[src/rtl/fifo_pkg.sv]
// Shared constants and helpers for the synchronous FIFO family.
package fifo_pkg;

  localparam int FIFO_DATA_W = 16;
  localparam int FIFO_DEPTH  = 8;

  // FWFT output-stage states
  localparam logic [0:0] OUT_EMPTY = 1'b0;
  localparam logic [0:0] OUT_VALID = 1'b1;

  // Ceiling log2, usable in constant expressions
  function automatic int clog2_f(input int n);
    int r;
    r = 0;
    for (int i = 0; i < 31; i++) begin
      if ((1 << i) < n) r = i + 1;
    end
    return r;
  endfunction

endpackage

[src/rtl/fifo_ram.sv]
// Simple dual-port storage: one write port, one registered read port.
// The array itself is never reset; only the read-data register is, so the
// FIFO output comes up as zero.
module fifo_ram #(
  parameter int DATA_W = 16,
  parameter int ADDR_W = 3
) (
  input  logic              clk,
  input  logic              rst,
  input  logic              wr_en,
  input  logic [ADDR_W-1:0] wr_addr,
  input  logic [DATA_W-1:0] wr_data,
  input  logic              rd_en,
  input  logic [ADDR_W-1:0] rd_addr,
  output logic [DATA_W-1:0] rd_data
);

  logic [DATA_W-1:0] mem [2**ADDR_W];
  logic [DATA_W-1:0] rd_data_q, rd_data_d;

  // Array write; a read of the same address returns the old word
  always_ff @(posedge clk) begin
    if (wr_en) mem[wr_addr] <= wr_data;
  end

  // Read data holds unless a read is issued
  always_comb begin
    rd_data_d = rd_data_q;
    if (rd_en) rd_data_d = mem[rd_addr];
  end

  // Read-data register
  always_ff @(posedge clk) begin
    if (rst) rd_data_q <= '0;
    else     rd_data_q <= rd_data_d;
  end

  assign rd_data = rd_data_q;

endmodule

[src/rtl/fifo_sync_param.sv]
// Parametrised synchronous FIFO with occupancy count, programmable
// almost-full/empty flags, error pulses and optional FWFT read mode.
// All flags are registered from next-state values.
module fifo_sync_param
  import fifo_pkg::*;
#(
  parameter int DATA_W    = FIFO_DATA_W,
  parameter int DEPTH     = FIFO_DEPTH,
  parameter int AF_THRESH = DEPTH - 2,
  parameter int AE_THRESH = 2,
  parameter bit FWFT      = 1'b0,
  localparam int ADDR_W   = clog2_f(DEPTH)
) (
  input  logic              clk,
  input  logic              rst,
  input  logic [DATA_W-1:0] din,
  input  logic              write,
  input  logic              read,
  output logic [DATA_W-1:0] dout,
  output logic              dout_valid,
  output logic              empty,
  output logic              full,
  output logic              almost_full,
  output logic              almost_empty,
  output logic [ADDR_W:0]   count,
  output logic              overflow,
  output logic              underflow
);

  localparam logic [ADDR_W:0] DEPTH_C = (ADDR_W+1)'(DEPTH);
  localparam logic [ADDR_W:0] AF_C    = (ADDR_W+1)'(AF_THRESH);
  localparam logic [ADDR_W:0] AE_C    = (ADDR_W+1)'(AE_THRESH);

  logic [ADDR_W-1:0] head_q, head_d, tail_q, tail_d;
  // count_q: words visible to the user (includes the FWFT output word)
  // mem_cnt_q: words still sitting in the array
  logic [ADDR_W:0]   count_q, count_d, mem_cnt_q, mem_cnt_d;
  logic [0:0]        out_state_q, out_state_d;
  logic dout_valid_q, dout_valid_d;
  logic empty_q, empty_d, full_q, full_d;
  logic af_q, af_d, ae_q, ae_d;
  logic ovf_q, ovf_d, unf_q, unf_d;

  logic avail, out_vld, rd_ok, wr_ok, pop;
  logic [DATA_W-1:0] ram_rd_data;

  // Accept decisions; pop is the array read (a user read in standard mode,
  // a prefetch/reload into dout in FWFT mode)
  always_comb begin
    avail   = (mem_cnt_q != '0);
    out_vld = (out_state_q == OUT_VALID);
    if (FWFT) begin
      rd_ok = read & out_vld;
      pop   = avail & (~out_vld | read);
    end else begin
      rd_ok = read & avail;
      pop   = rd_ok;
    end
    wr_ok = write & (~full_q | rd_ok);
  end

  // Next-state: pointers, counts, output stage and registered flags
  always_comb begin
    head_d    = pop   ? head_q + ADDR_W'(1) : head_q;
    tail_d    = wr_ok ? tail_q + ADDR_W'(1) : tail_q;
    mem_cnt_d = mem_cnt_q + (ADDR_W+1)'(wr_ok) - (ADDR_W+1)'(pop);
    count_d   = count_q + (ADDR_W+1)'(wr_ok) - (ADDR_W+1)'(rd_ok);

    out_state_d = out_state_q;
    if (pop)        out_state_d = OUT_VALID;
    else if (rd_ok) out_state_d = OUT_EMPTY;

    dout_valid_d = FWFT ? (out_state_d == OUT_VALID) : rd_ok;
    empty_d      = FWFT ? ~dout_valid_d : (count_d == '0);
    full_d       = (count_d == DEPTH_C);
    af_d         = (count_d >= AF_C);
    ae_d         = (count_d <= AE_C);
    ovf_d        = write & ~wr_ok;
    unf_d        = read & ~rd_ok;
  end

  // State registers; reset discards all stored words
  always_ff @(posedge clk) begin
    if (rst) begin
      head_q       <= '0;
      tail_q       <= '0;
      count_q      <= '0;
      mem_cnt_q    <= '0;
      out_state_q  <= OUT_EMPTY;
      dout_valid_q <= 1'b0;
      empty_q      <= 1'b1;
      full_q       <= 1'b0;
      af_q         <= (AF_THRESH == 0);
      ae_q         <= 1'b1;
      ovf_q        <= 1'b0;
      unf_q        <= 1'b0;
    end else begin
      head_q       <= head_d;
      tail_q       <= tail_d;
      count_q      <= count_d;
      mem_cnt_q    <= mem_cnt_d;
      out_state_q  <= out_state_d;
      dout_valid_q <= dout_valid_d;
      empty_q      <= empty_d;
      full_q       <= full_d;
      af_q         <= af_d;
      ae_q         <= ae_d;
      ovf_q        <= ovf_d;
      unf_q        <= unf_d;
    end
  end

  fifo_ram #(
    .DATA_W (DATA_W),
    .ADDR_W (ADDR_W)
  ) u_ram (
    .clk     (clk),
    .rst     (rst),
    .wr_en   (wr_ok & ~rst),
    .wr_addr (tail_q),
    .wr_data (din),
    .rd_en   (pop & ~rst),
    .rd_addr (head_q),
    .rd_data (ram_rd_data)
  );

  assign dout         = ram_rd_data;
  assign dout_valid   = dout_valid_q;
  assign empty        = empty_q;
  assign full         = full_q;
  assign almost_full  = af_q;
  assign almost_empty = ae_q;
  assign count        = count_q;
  assign overflow     = ovf_q;
  assign underflow    = unf_q;

endmodule

[config.mk]
export PLATFORM = sky130hd
export DESIGN_NAME = fifo_sync_param
export DESIGN_NICKNAME = d
export VERILOG_FILES = /design/src/rtl/fifo_pkg.sv /design/src/rtl/fifo_ram.sv /design/src/rtl/fifo_sync_param.sv
export SDC_FILE = /design/constraint.sdc
export NUM_CORES = 1
export LEC_CHECK = 0
export ABC_AREA = 1
export ABC_CLOCK_PERIOD_IN_PS = 2800
export CORE_UTILIZATION = 59
export DETAILED_ROUTE_END_ITERATION = 10
export GPL_TIMING_DRIVEN = 0
export PLACE_DENSITY = 0.8
export REMOVE_ABC_BUFFERS = 1
export SETUP_SLACK_MARGIN = 0.5
export SYNTH_ARGS = -nofsm -noshare
export SYNTH_HDL_FRONTEND = slang
export SYNTH_HIERARCHICAL = 1
export SYNTH_SLANG_ARGS = --single-unit
[constraint.sdc]
create_clock -name clk -period 2.8 [get_ports clk]
set_input_delay 0.28 -clock clk [delete_from_list [all_inputs] [get_ports clk]]
set_output_delay 0.28 -clock clk [all_outputs]
set_load 0.1 [all_outputs]
==> impl.org <==
** Outcome
- The flow ran to the end, but the final reports show violations.
- Violations in the final reports :: design-rule violations

** Floorplan
- Starting Density :: 61.4%
- The die covers 12500 um^2.
- Die W :: 112 um
- During I/O placement, the number of pins put on the boundary was 47.
- Number of rows created at floorplan :: 39
- Die extent in y :: approximately 110 um
- Core box area :: 11600 um^2

** Final layout
- Leaving out fill and tap cells, the most frequent cell in the layout is sky130_fd_sc_hd__nand2_1.
- After filler insertion, the fill cell instance count of the layout stands at 740.
- Post-route core utilization :: 72.9%
- Area used by sequential logic in the layout :: 4590 um^2
- Layout Nets :: just under 800
- Cells with a size suffix above 1 make up 11.3% of the layout.
- Combined area of the multi-input logic cells :: 1860 um^2
- In the layout the commonest cells are sky130_fd_sc_hd__nand2_1, sky130_fd_sc_hd__inv_1, sky130_fd_sc_hd__edfxtp_1.
- Relative to the synthesized area, the layout overhead comes to 18.8%.
- The number of antenna diodes in the final layout is 0.

** Min path
- Worst hold-check path type :: flip-flop to flip-flop

** Pwr
- Power spread over the standard cell area amounts to between 900 and 1000 nW/um^2.
- Combinational power share :: 33.0%
- Static Leakage :: 3.65 nW
- Switch share :: approximately 36%
- Clock network fraction of total power :: 28.9%
- Registers are responsible for roughly two fifths of the overall power.
- The internal power of the cells totals 5.12 mW.
- Maximum ir drop on the vdd rail :: 0.867 mV
- For this design the total switching power over the nets is 2.92 mW.

** Clock network
- Number of clock sinks :: approximately 170
- Number of CTS-inserted buffers :: 17
- TritonCTS clock tree :: built
- The clock passes through at most 2 buffers.
- H-tree depth reported by CTS :: 4
- CTS placed an instance of sky130_fd_sc_hd__clkbuf_16 at the clock tree root.
- Clock transition at the registers of the reported paths :: 0.06 ns
- The later pin in the worst-skew pair is clocked with a latency of 0.43 ns.
- Hold-fix buffers, CTS :: 0

** Place
- Routability cong. :: 0.737
- IO Port Bufs :: between 40 and 50
- Detailed placement HPWL :: 8.50 mm
- Prior to clock tree synthesis, the placed netlist has a worst setup slack of between 0.1 and 0.15 ns.

** Timing
- Max transition margin :: 31.7%
- RSZ-0062 raised after global routing :: no
- At the pin with the least slew margin, the transition time is between 1 and 1.5 ns.
- The final-report hold violation count came to 0.
- Setup slack on the critical path of the routed design comes to 0.566 ns.
- Fmax :: 0.448 GHz
- On the final layout, the worst clock skew is 0.00581 ns.
- Final setup vio count :: 0
- Number of max-slew violations in the final report :: 0
- Period utilisation layout :: 79.8%
- Final critical delay including setup and external delays :: around 2.2 ns

** Drt
- First-pass detailed-route iteration total :: 10
- The detail route stage leaves a number of antenna-violating nets equal to 0.
- Vias per inst :: ~5.4
- Number of remaining DRC errors :: 4
- Dividing the detail-routed wire length by the instance count gives ~17 um.
- Across all layers, the routed design uses 4964 vias.
- The first routing iteration left 460 violations.
- The final layout contains routed wiring with a total length of 15.1 mm.

** Job
- The tool flagged a number of max-cap violations equal to 0.

** Synth
- Fraction of synthesized cell area taken by the top area cell type :: 53.9%
- Syn. warnings :: 6
- Of the synthesized area, sequential elements account for 64.3%.
- Synthesized instance count :: 713
- Post-synth design cell area :: a little over 7000 um^2
- Unique cell type count in the Yosys netlist :: 24
- Largest cells by area after synthesis :: sky130_fd_sc_hd__edfxtp_1, sky130_fd_sc_hd__dfxtp_1, sky130_fd_sc_hd__nand2_1
- Cell type with the largest total area after synthesis :: sky130_fd_sc_hd__edfxtp_1
- In this run the mean area of a mapped cell was 10.0 um^2.
- In this run, synthesis produced a sequential element count of 165.

** Worst setup path
- The worst setup path is captured at an output port.
- Launching element type of the critical path :: flip-flop
- Gate family responsible for the most delay along the worst path :: buffers and inverters
- For the worst setup path, the data arrival time is 1.95 ns.
- Highest cell delay on the worst timing path :: 1.16 ns
- In this run the worst path has a maximum fanout of 2.
- For the worst setup path, the data required time is between 2 and 3 ns.
- Start-to-end type of the worst setup path :: flip-flop to output port
- Crit-path slowest cell :: sky130_fd_sc_hd__clkdlybuf4s50_1
- The critical path goes through clkdlybuf4s50_1.
- Number of buffers and inverters on the critical path :: 1

** Global route
- Pin count of the biggest net entering global routing :: 65
- Wire length of the first global-routing pass :: 24.1 mm
- Summed over all layers, the global routing overflow is 0.
- Global-route usage over all layers :: 25.9%
- Number of antenna violations at the first check in global routing :: 0
- The via count of the first global-routing pass is between 4000 and 5000.
synth_stat cells:
cell and n:
sky130_fd_sc_hd__buf_4 4, sky130_fd_sc_hd__inv_2 4, sky130_fd_sc_hd__nor3_1 1, sky130_fd_sc_hd__nor2_1 24, sky130_fd_sc_hd__dfxtp_1 37, sky130_fd_sc_hd__nand2_1 169, sky130_fd_sc_hd__inv_1 152, sky130_fd_sc_hd__nand2_2 1
sky130_fd_sc_hd__buf_2 13, sky130_fd_sc_hd__clkbuf_1 5, sky130_fd_sc_hd__buf_6 7, sky130_fd_sc_hd__nand3_1 102, sky130_fd_sc_hd__fa_1 2, sky130_fd_sc_hd__ha_1 10, sky130_fd_sc_hd__or2_1 1, sky130_fd_sc_hd__o21ai_0 22
sky130_fd_sc_hd__xnor2_1 1, sky130_fd_sc_hd__o21ai_1 1, sky130_fd_sc_hd__nand2_4 2, sky130_fd_sc_hd__nor2_2 1, sky130_fd_sc_hd__edfxtp_1 128, sky130_fd_sc_hd__a21oi_2 17, sky130_fd_sc_hd__xor2_1 1, sky130_fd_sc_hd__a21oi_1 8
per-layer routing:
metal / vias up / wire (um) / share of wire, % / track usage [%]
met3: 39 / 1210 / 8.0 / 5.77
met1: 2343 / 5990 / 40 / 30.9
li1: 2362 / - / - / -
met2: 220 / 7510 / 50 / 44.1
met4: 0 / 426 / 2.8 / 13.5
met5: - / 0 / 0 / 0
stage by stage:
step	setup TNS, ns	power [mW]	hold WS (ns)	std cells	cell area [um^2]
6_report	0	8.04	0.526	916	8470
5_1_grt	0	8.41	0.559	916	8470
4_1_cts	0	8.05	0.531	916	8460
3_5_place_dp	0	5.58	0.515	882	7780
3_3_place_gp	-55.08	5.48	0.513	873	7580
2_1_floorplan	0	4.92	0.347	684	6940
tightest hold or removal path, cell delays in order, from the launching register on:
cell and delay, ns:
sky130_fd_sc_hd__dfxtp_1 0.32, sky130_fd_sc_hd__o21ai_0 0.08, sky130_fd_sc_hd__a21oi_2 0.09
power groups by stage:
stage	registers [mW]	clock network, mW	logic (mW)
after floorplan	3.82	0	1.10
after global placement	3.15	0	2.33
after CTS	3.06	2.34	2.65
after detailed placement	3.10	0	2.48
after global routing	3.09	2.44	2.87
final	3.07	2.32	2.65
cell families after synthesis:
group / after synthesis / synth area share, %
flops: 165 / 64.3
compound gates: 48 / 4.26
simple gates: 301 / 18.0
fa+ha+maj: 12 / 2.32
buf+inv: 185 / 10.9
xor+xnor: 2 / 0.246
registers in the layout (all words and copies together), names as in the netlist, 3 cells and up:
signal	cells
count	4
head_q	3
mem_cnt_q	4
tail_q	3
u_ram/mem	128
u_ram/rd_data	16
layout make-up:
type	count	share of cell area (%)
clock buffer	29	6.38
clock inverter	3	0.768
inverter	156	6.94
multi-input combinational	363	21.9
sequential	165	54.2
tap	143	2.11
timing repair buffer	57	7.67
worst paths after layout:
path              slack, ns              start  depth (start not counted)                 to
setup / recovery       0.57               full                          1               full
hold / removal         0.53  u_ram/rd_data[13]                          2  u_ram/rd_data[13]
setup reg to reg       0.62       mem_cnt_q[2]                         13        almost_full
hold reg to reg        0.53  u_ram/rd_data[13]                          2  u_ram/rd_data[13]
timing repair:
item / 4_1_cts / 5_1_grt
pin swaps: 10 / 8
endpoints found under the setup margin: 54 / 21
hold endpoints to repair: 0 / 0
buffers inserted: 2 / 0
gates resized for setup: 16 / 3
Note: power is estimated with default switching activity, not from simulation.
